$ cat src/rtl/tick_sched_pkg.sv
// Shared types and constants for the processor tick scheduler.
package tick_sched_pkg;

  typedef enum logic [1:0] {
    ST_IDLE  = 2'd0,
    ST_RUN   = 2'd1,
    ST_BURST = 2'd2,
    ST_STEP  = 2'd3
  } state_t;

  localparam logic [1:0] MODE_HALT  = 2'b00;
  localparam logic [1:0] MODE_RUN   = 2'b01;
  localparam logic [1:0] MODE_BURST = 2'b10;

  localparam logic [31:0] DEFAULT_DIV = 32'h00FF_FFFF;

endpackage

$ cat src/rtl/tick_scheduler_step_sync.sv
// Push-button synchronizer: two metastability flops plus an edge flop,
// producing a one-cycle pulse on each synchronized rising edge.
module step_sync (
  input  logic clock_in,
  input  logic reset_n,
  input  logic async_in,
  output logic rise_out
);

  logic s1;
  logic s2;
  logic s3;

  always_ff @(posedge clock_in or negedge reset_n) begin
    if (!reset_n) begin
      s1 <= 1'b0;
      s2 <= 1'b0;
      s3 <= 1'b0;
    end else begin
      s1 <= async_in;
      s2 <= s1;
      s3 <= s2;
    end
  end

  assign rise_out = s2 & ~s3;

endmodule

$ cat src/rtl/tick_scheduler.sv
// Tick scheduler: programmable divider and mode FSM gating the processor
// step-enable (halt, free-run, N-tick burst, single manual step).
//
//   state    | meaning
//   ---------+---------------------------------------------------------
//   ST_IDLE  | halted, divider held at 0, new divide value applied at once
//   ST_RUN   | free-running, one tick per div_active+1 cycles
//   ST_BURST | ticking until 'remaining' reaches 0
//   ST_STEP  | single-cycle manual step, tick_out high
module tick_scheduler #(
  parameter int unsigned      CNT_W       = 32,
  parameter logic [CNT_W-1:0] DEFAULT_DIV = CNT_W'(tick_sched_pkg::DEFAULT_DIV),
  parameter int unsigned      BURST_W     = 8
) (
  input  logic               clock_in,
  input  logic               reset_n,
  input  logic [1:0]         mode,
  input  logic               start,
  input  logic [BURST_W-1:0] burst_len,
  input  logic               cfg_we,
  input  logic [CNT_W-1:0]   cfg_div,
  input  logic               step_btn,
  output logic               tick_out,
  output logic               busy,
  output logic [CNT_W-1:0]   div_active
);

  import tick_sched_pkg::*;

  state_t             state;
  logic [CNT_W-1:0]   cnt;
  logic [CNT_W-1:0]   div_pending;
  logic [BURST_W-1:0] remaining;
  logic               step_rise;
  logic               terminal;
  logic [CNT_W-1:0]   div_next;
  logic               burst_abort;

  step_sync u_step_sync (
    .clock_in (clock_in),
    .reset_n  (reset_n),
    .async_in (step_btn),
    .rise_out (step_rise)
  );

  assign terminal    = (cnt == div_active);
  // A write landing on the terminal edge takes effect for the very next period.
  assign div_next    = cfg_we ? cfg_div : div_pending;
  assign burst_abort = (mode != MODE_BURST) && (mode != MODE_RUN);

  always_ff @(posedge clock_in or negedge reset_n) begin
    if (!reset_n) begin
      state       <= ST_IDLE;
      cnt         <= '0;
      div_active  <= DEFAULT_DIV;
      div_pending <= DEFAULT_DIV;
      remaining   <= '0;
      tick_out    <= 1'b0;
      busy        <= 1'b0;
    end else begin
      if (cfg_we) div_pending <= cfg_div;
      tick_out <= 1'b0;

      case (state)
        ST_IDLE: begin
          cnt        <= '0;
          div_active <= div_next;
          if (mode == MODE_RUN) begin
            state <= ST_RUN;
            busy  <= 1'b1;
          end else if (start && (mode == MODE_BURST) && (burst_len != '0)) begin
            state     <= ST_BURST;
            busy      <= 1'b1;
            remaining <= burst_len;
          end else if (step_rise) begin
            state    <= ST_STEP;
            busy     <= 1'b1;
            tick_out <= 1'b1;
          end else begin
            busy <= 1'b0;
          end
        end

        ST_RUN: begin
          if (mode != MODE_RUN) begin
            state <= ST_IDLE;
            busy  <= 1'b0;
            cnt   <= '0;
          end else if (terminal) begin
            cnt        <= '0;
            tick_out   <= 1'b1;
            div_active <= div_next;
          end else begin
            cnt <= cnt + CNT_W'(1);
          end
        end

        ST_BURST: begin
          if (burst_abort) begin
            state     <= ST_IDLE;
            busy      <= 1'b0;
            cnt       <= '0;
            remaining <= '0;
          end else if (terminal) begin
            cnt        <= '0;
            tick_out   <= 1'b1;
            div_active <= div_next;
            remaining  <= remaining - BURST_W'(1);
            if (remaining == BURST_W'(1)) begin
              state <= ST_IDLE;
              busy  <= 1'b0;
            end
          end else begin
            cnt <= cnt + CNT_W'(1);
          end
        end

        ST_STEP: begin
          state <= ST_IDLE;
          busy  <= 1'b0;
          cnt   <= '0;
        end

        default: begin
          state <= ST_IDLE;
          busy  <= 1'b0;
          cnt   <= '0;
        end
      endcase
    end
  end

endmodule
$ cat config.mk
export PLATFORM = sky130hd
export DESIGN_NAME = tick_scheduler
export DESIGN_NICKNAME = d
export VERILOG_FILES = /design/src/rtl/tick_sched_pkg.sv /design/src/rtl/tick_scheduler_step_sync.sv /design/src/rtl/tick_scheduler.sv
export SDC_FILE = /design/constraint.sdc
export NUM_CORES = 1
export LEC_CHECK = 0
export BUFFER_PORTS_ARGS = -buffer_cell sky130_fd_sc_hd__clkbuf_2
export CORE_UTILIZATION = 52
export DETAILED_ROUTE_END_ITERATION = 6
export PLACE_DENSITY_LB_ADDON = 0.12
export SETUP_SLACK_MARGIN = 0.2
export SYNTH_ARGS = -nofsm -noshare
export SYNTH_HDL_FRONTEND = slang
export SYNTH_SLANG_ARGS = --single-unit
$ cat constraint.sdc
create_clock -name clock_in -period 1.95 [get_ports clock_in]
set_input_delay 0.195 -clock clock_in [delete_from_list [all_inputs] [get_ports clock_in]]
set_output_delay 0.195 -clock clock_in [all_outputs]
set_load 0.02 [all_outputs]
==> impl_results.md <==
- Worst min path class: in -> reg
- Post-Route WL: 13.19 mm
- Share of the synthesized area in the top cell type: 0.2888
- Critical path required time: 2210 ps
- GRT overflow: 0
- Synthesized area: 5459 um^2
- Layout cell share with drive strength beyond 1: 0.5826
- Multi-input gate area in the final layout: 2839 um^2
- Mapped Cells: 453
- Final setup margin: -325.5 ps
- Max-cap violation count: 0
- Initial antenna violation count: 0
- Clk Latency, worst-skew pair: 390 ps
- Critical-path maximum fanout: 6
- Skew final: 20.31 ps
- Initial DRC Count: 190
- Row cnt: 37
- Clock Pin Slew Worst Setup and Hold Paths: 110 ps
- Final design utilization: 0.7398
- Mean post-synth cell area: 12.05 um^2
- Crit share post-route: 1.167
- Largest net degree at the start of global routing: 50
- Min Tclk post-route: 2275 ps
- Critical path capture point type: flip-flop
- Commonest cells post-synth: dfrtp_1, xor2_1, dfstp_2, nor2_1, mux2_2
- Count leader, synth: dfrtp_1
- Slew HR: 0.7367
- Die footprint: 10910 um^2
- Max IR drop VDD: 0.9483 mV
- Cell taking the most area after synthesis: dfrtp_1
- Async S/R FF share, synth: 1.000
- Initial DRT Pass Iterations: 4
- Core Area: 10230 um^2
- Final ANT Viol Nets: 0
- DR WL/cell: 16.70 um
- Register area: 2838 um^2
- Crit start category: flip-flop
- Sequential fraction of the synthesis area: 0.5198
- Design area: 7569 um^2
- Root buffer cell: clkbuf_8
- First-pass GRT wire length: 21.81 mm
- Hold Fails Final Rpt: 0
- Total of warnings raised by yosys: 0
- EDFF count, synth: 0
- Die width: 104.5 um
- RePlAce Congestion: 0.8548
- Die Height: 104.5 um
- Clock Path Buffers: 2
- Layout fillers: 695
- IO Pins: 81
- Vias in the first global route: 4453
- CTS tree: done
- Status: finished, violations left
- Via count: 4184
- Setup violations, final: 76
- Grt peak-use layer: met2
- IO buf count: 80
- Area Overhead vs Synth: 38.64%
- Violated checks: negative setup slack
- P per Cell Area: 1402 nW/um^2
- Cell Area, Placed: 6882 um^2
- Area contributors post-synth: dfrtp_1, dfstp_2, xor2_1
- Post-synthesis sequential element count: 111
- Fmax: 0.4395 GHz
- Clock sink total: 111
- DPL Wire Length: 9.151 mm
- Met2 Use GR: 0.4357
- Leakage Power: 3.462 nW
- Setup tns final: -20150 ps
- RSZ-0062 raised after global routing: true
- Met3 Usage GRT: 0.05952
- Pre-CTS setup slack: -450.4 ps
- Ant diodes: 0
- Arrival @ worst endpoint: 2540 ps
- Most used DFF post-synth: dfrtp_1
- GRT Total Usage: 0.2578
- Mapped Nets: 510
- Vias/cell: 5.296
- H-tree depth: 3
- NumNets Final: 706
- Slew Limit Fails: 0
- CTS Buf Count: 9
- Starting Density: 0.5336
- Distinct cells, synth: 59
- DRC: 0
- CP Class: reg -> reg
- Worst Max-Slew Pin Slew: 391.4 ps
- Met1 GRT Util: 0.3278
==> layout make-up <==
cell class | count | share of cell area
inverter | 15 | 0.007439
timing repair buffer | 200 | 0.1961
sequential | 111 | 0.3749
multi-input combinational | 312 | 0.3751
clock buffer | 11 | 0.01868
clock inverter | 5 | 0.005290
tap | 136 | 0.02248
==> worst paths after layout <==
path | from | end | slack [ps] | cells after the start
worst max-delay path | div_active[18]$_DFFE_PN1P_ | div_active[30]$_DFFE_PN0P_ | -330 | 8
worst min-delay path | cfg_div[28] | div_pending[28]$_DFF_PN0_ | 50 | 2
worst max register to register | div_active[18]$_DFFE_PN1P_ | div_active[30]$_DFFE_PN0P_ | -330 | 8
worst min register to register | u_step_sync.s1$_DFF_PN0_ | u_step_sync.s2$_DFF_PN0_ | 370 | 0
max in group asynchronous | reset_n | div_pending[20]$_DFF_PN1_ | 1080 | 3
min in group asynchronous | reset_n | cnt[19]$_DFF_PN0_ | 220 | 2
==> cell usage in the layout (no fill, tap or decap), drive strengths merged, types with 6 or more instances in the layout <==
master	Yosys	layout
buf	14	117
clkbuf	1	91
mux2	66	66
dfrtp	63	63
xor2	49	49
dfstp	48	48
nor2	47	47
nand2	21	21
inv	15	17
nand3	15	15
xnor2	13	13
nor4	11	11
ha	10	10
nand4	8	8
nor2b	8	8
a21oi	8	8
and4	6	6
==> through the flow <==
stage | power, mW | instances | hold WS, ps
2_1_floorplan | 6.357 | 453 | -100.6
3_3_place_gp | 8.169 | 759 | 87.03
3_5_place_dp | 8.317 | 759 | 84.68
4_1_cts | 10.53 | 788 | 27.73
5_1_grt | 11.14 | 790 | 30.47
6_report | 10.61 | 790 | 46.72
==> routing by layer <==
layer	share of wire	up-vias
li1	-	1959
met1	0.44	2105
met2	0.51	101
met4	0.018	0
met3	0.040	19
met5	0	-
==> kinds of logic after synthesis <==
kind of cell,after synthesis,synth area share
XOR/XNOR,62,0.09947
adder cells (fa/ha/maj),10,0.02292
flip-flops,111,0.5198
buffers and inverters,30,0.03048
AND/OR/NAND/NOR,135,0.1368
multiplexers,66,0.1361
AO/OA/AOI/OAI,39,0.05432
==> power by group <==
part | internal, mW | total, mW | switching [mW] | leakage, nW
Sequential | 3.09 | 3.56 | 0.464 | 1.32
Combinational | 3.13 | 5.76 | 2.63 | 2.05
Clock | 0.512 | 1.30 | 0.785 | 0.0879
Total | 6.73 | 10.6 | 3.88 | 3.46
==> what timing repair did <==
item                                   4_1_cts  5_1_grt
resized for setup                           45       24
setup endpoints to repair                   76       76
hold buffers                                 2        0
cloned                                       2        2
pin swaps                                   17       13
endpoints found under the hold margin       43        0
setup buffers                                9        0
==> critical path, stage by stage, from the launching register on <==
cell and delay (ps):
dfstp_2 580, xor2_2 90, nor4_2 310, nand4_1 230, nor2_2 170, o21a_2 210, buf_12 130, buf_12 130
mux2_4 300
==> state kept, by name, summed over array words and instances (netlist names) <==
| name | cells |
|---|---|
| cnt | 32 |
| div_active | 32 |
| div_pending | 32 |
| remaining | 8 |
| state | 2 |
| busy | 1 |
| tick_out | 1 |
| u_step_sync.s1 | 1 |
| u_step_sync.s2 | 1 |
| u_step_sync.s3 | 1 |
No activity file was read; power rests on OpenSTA's default activity.
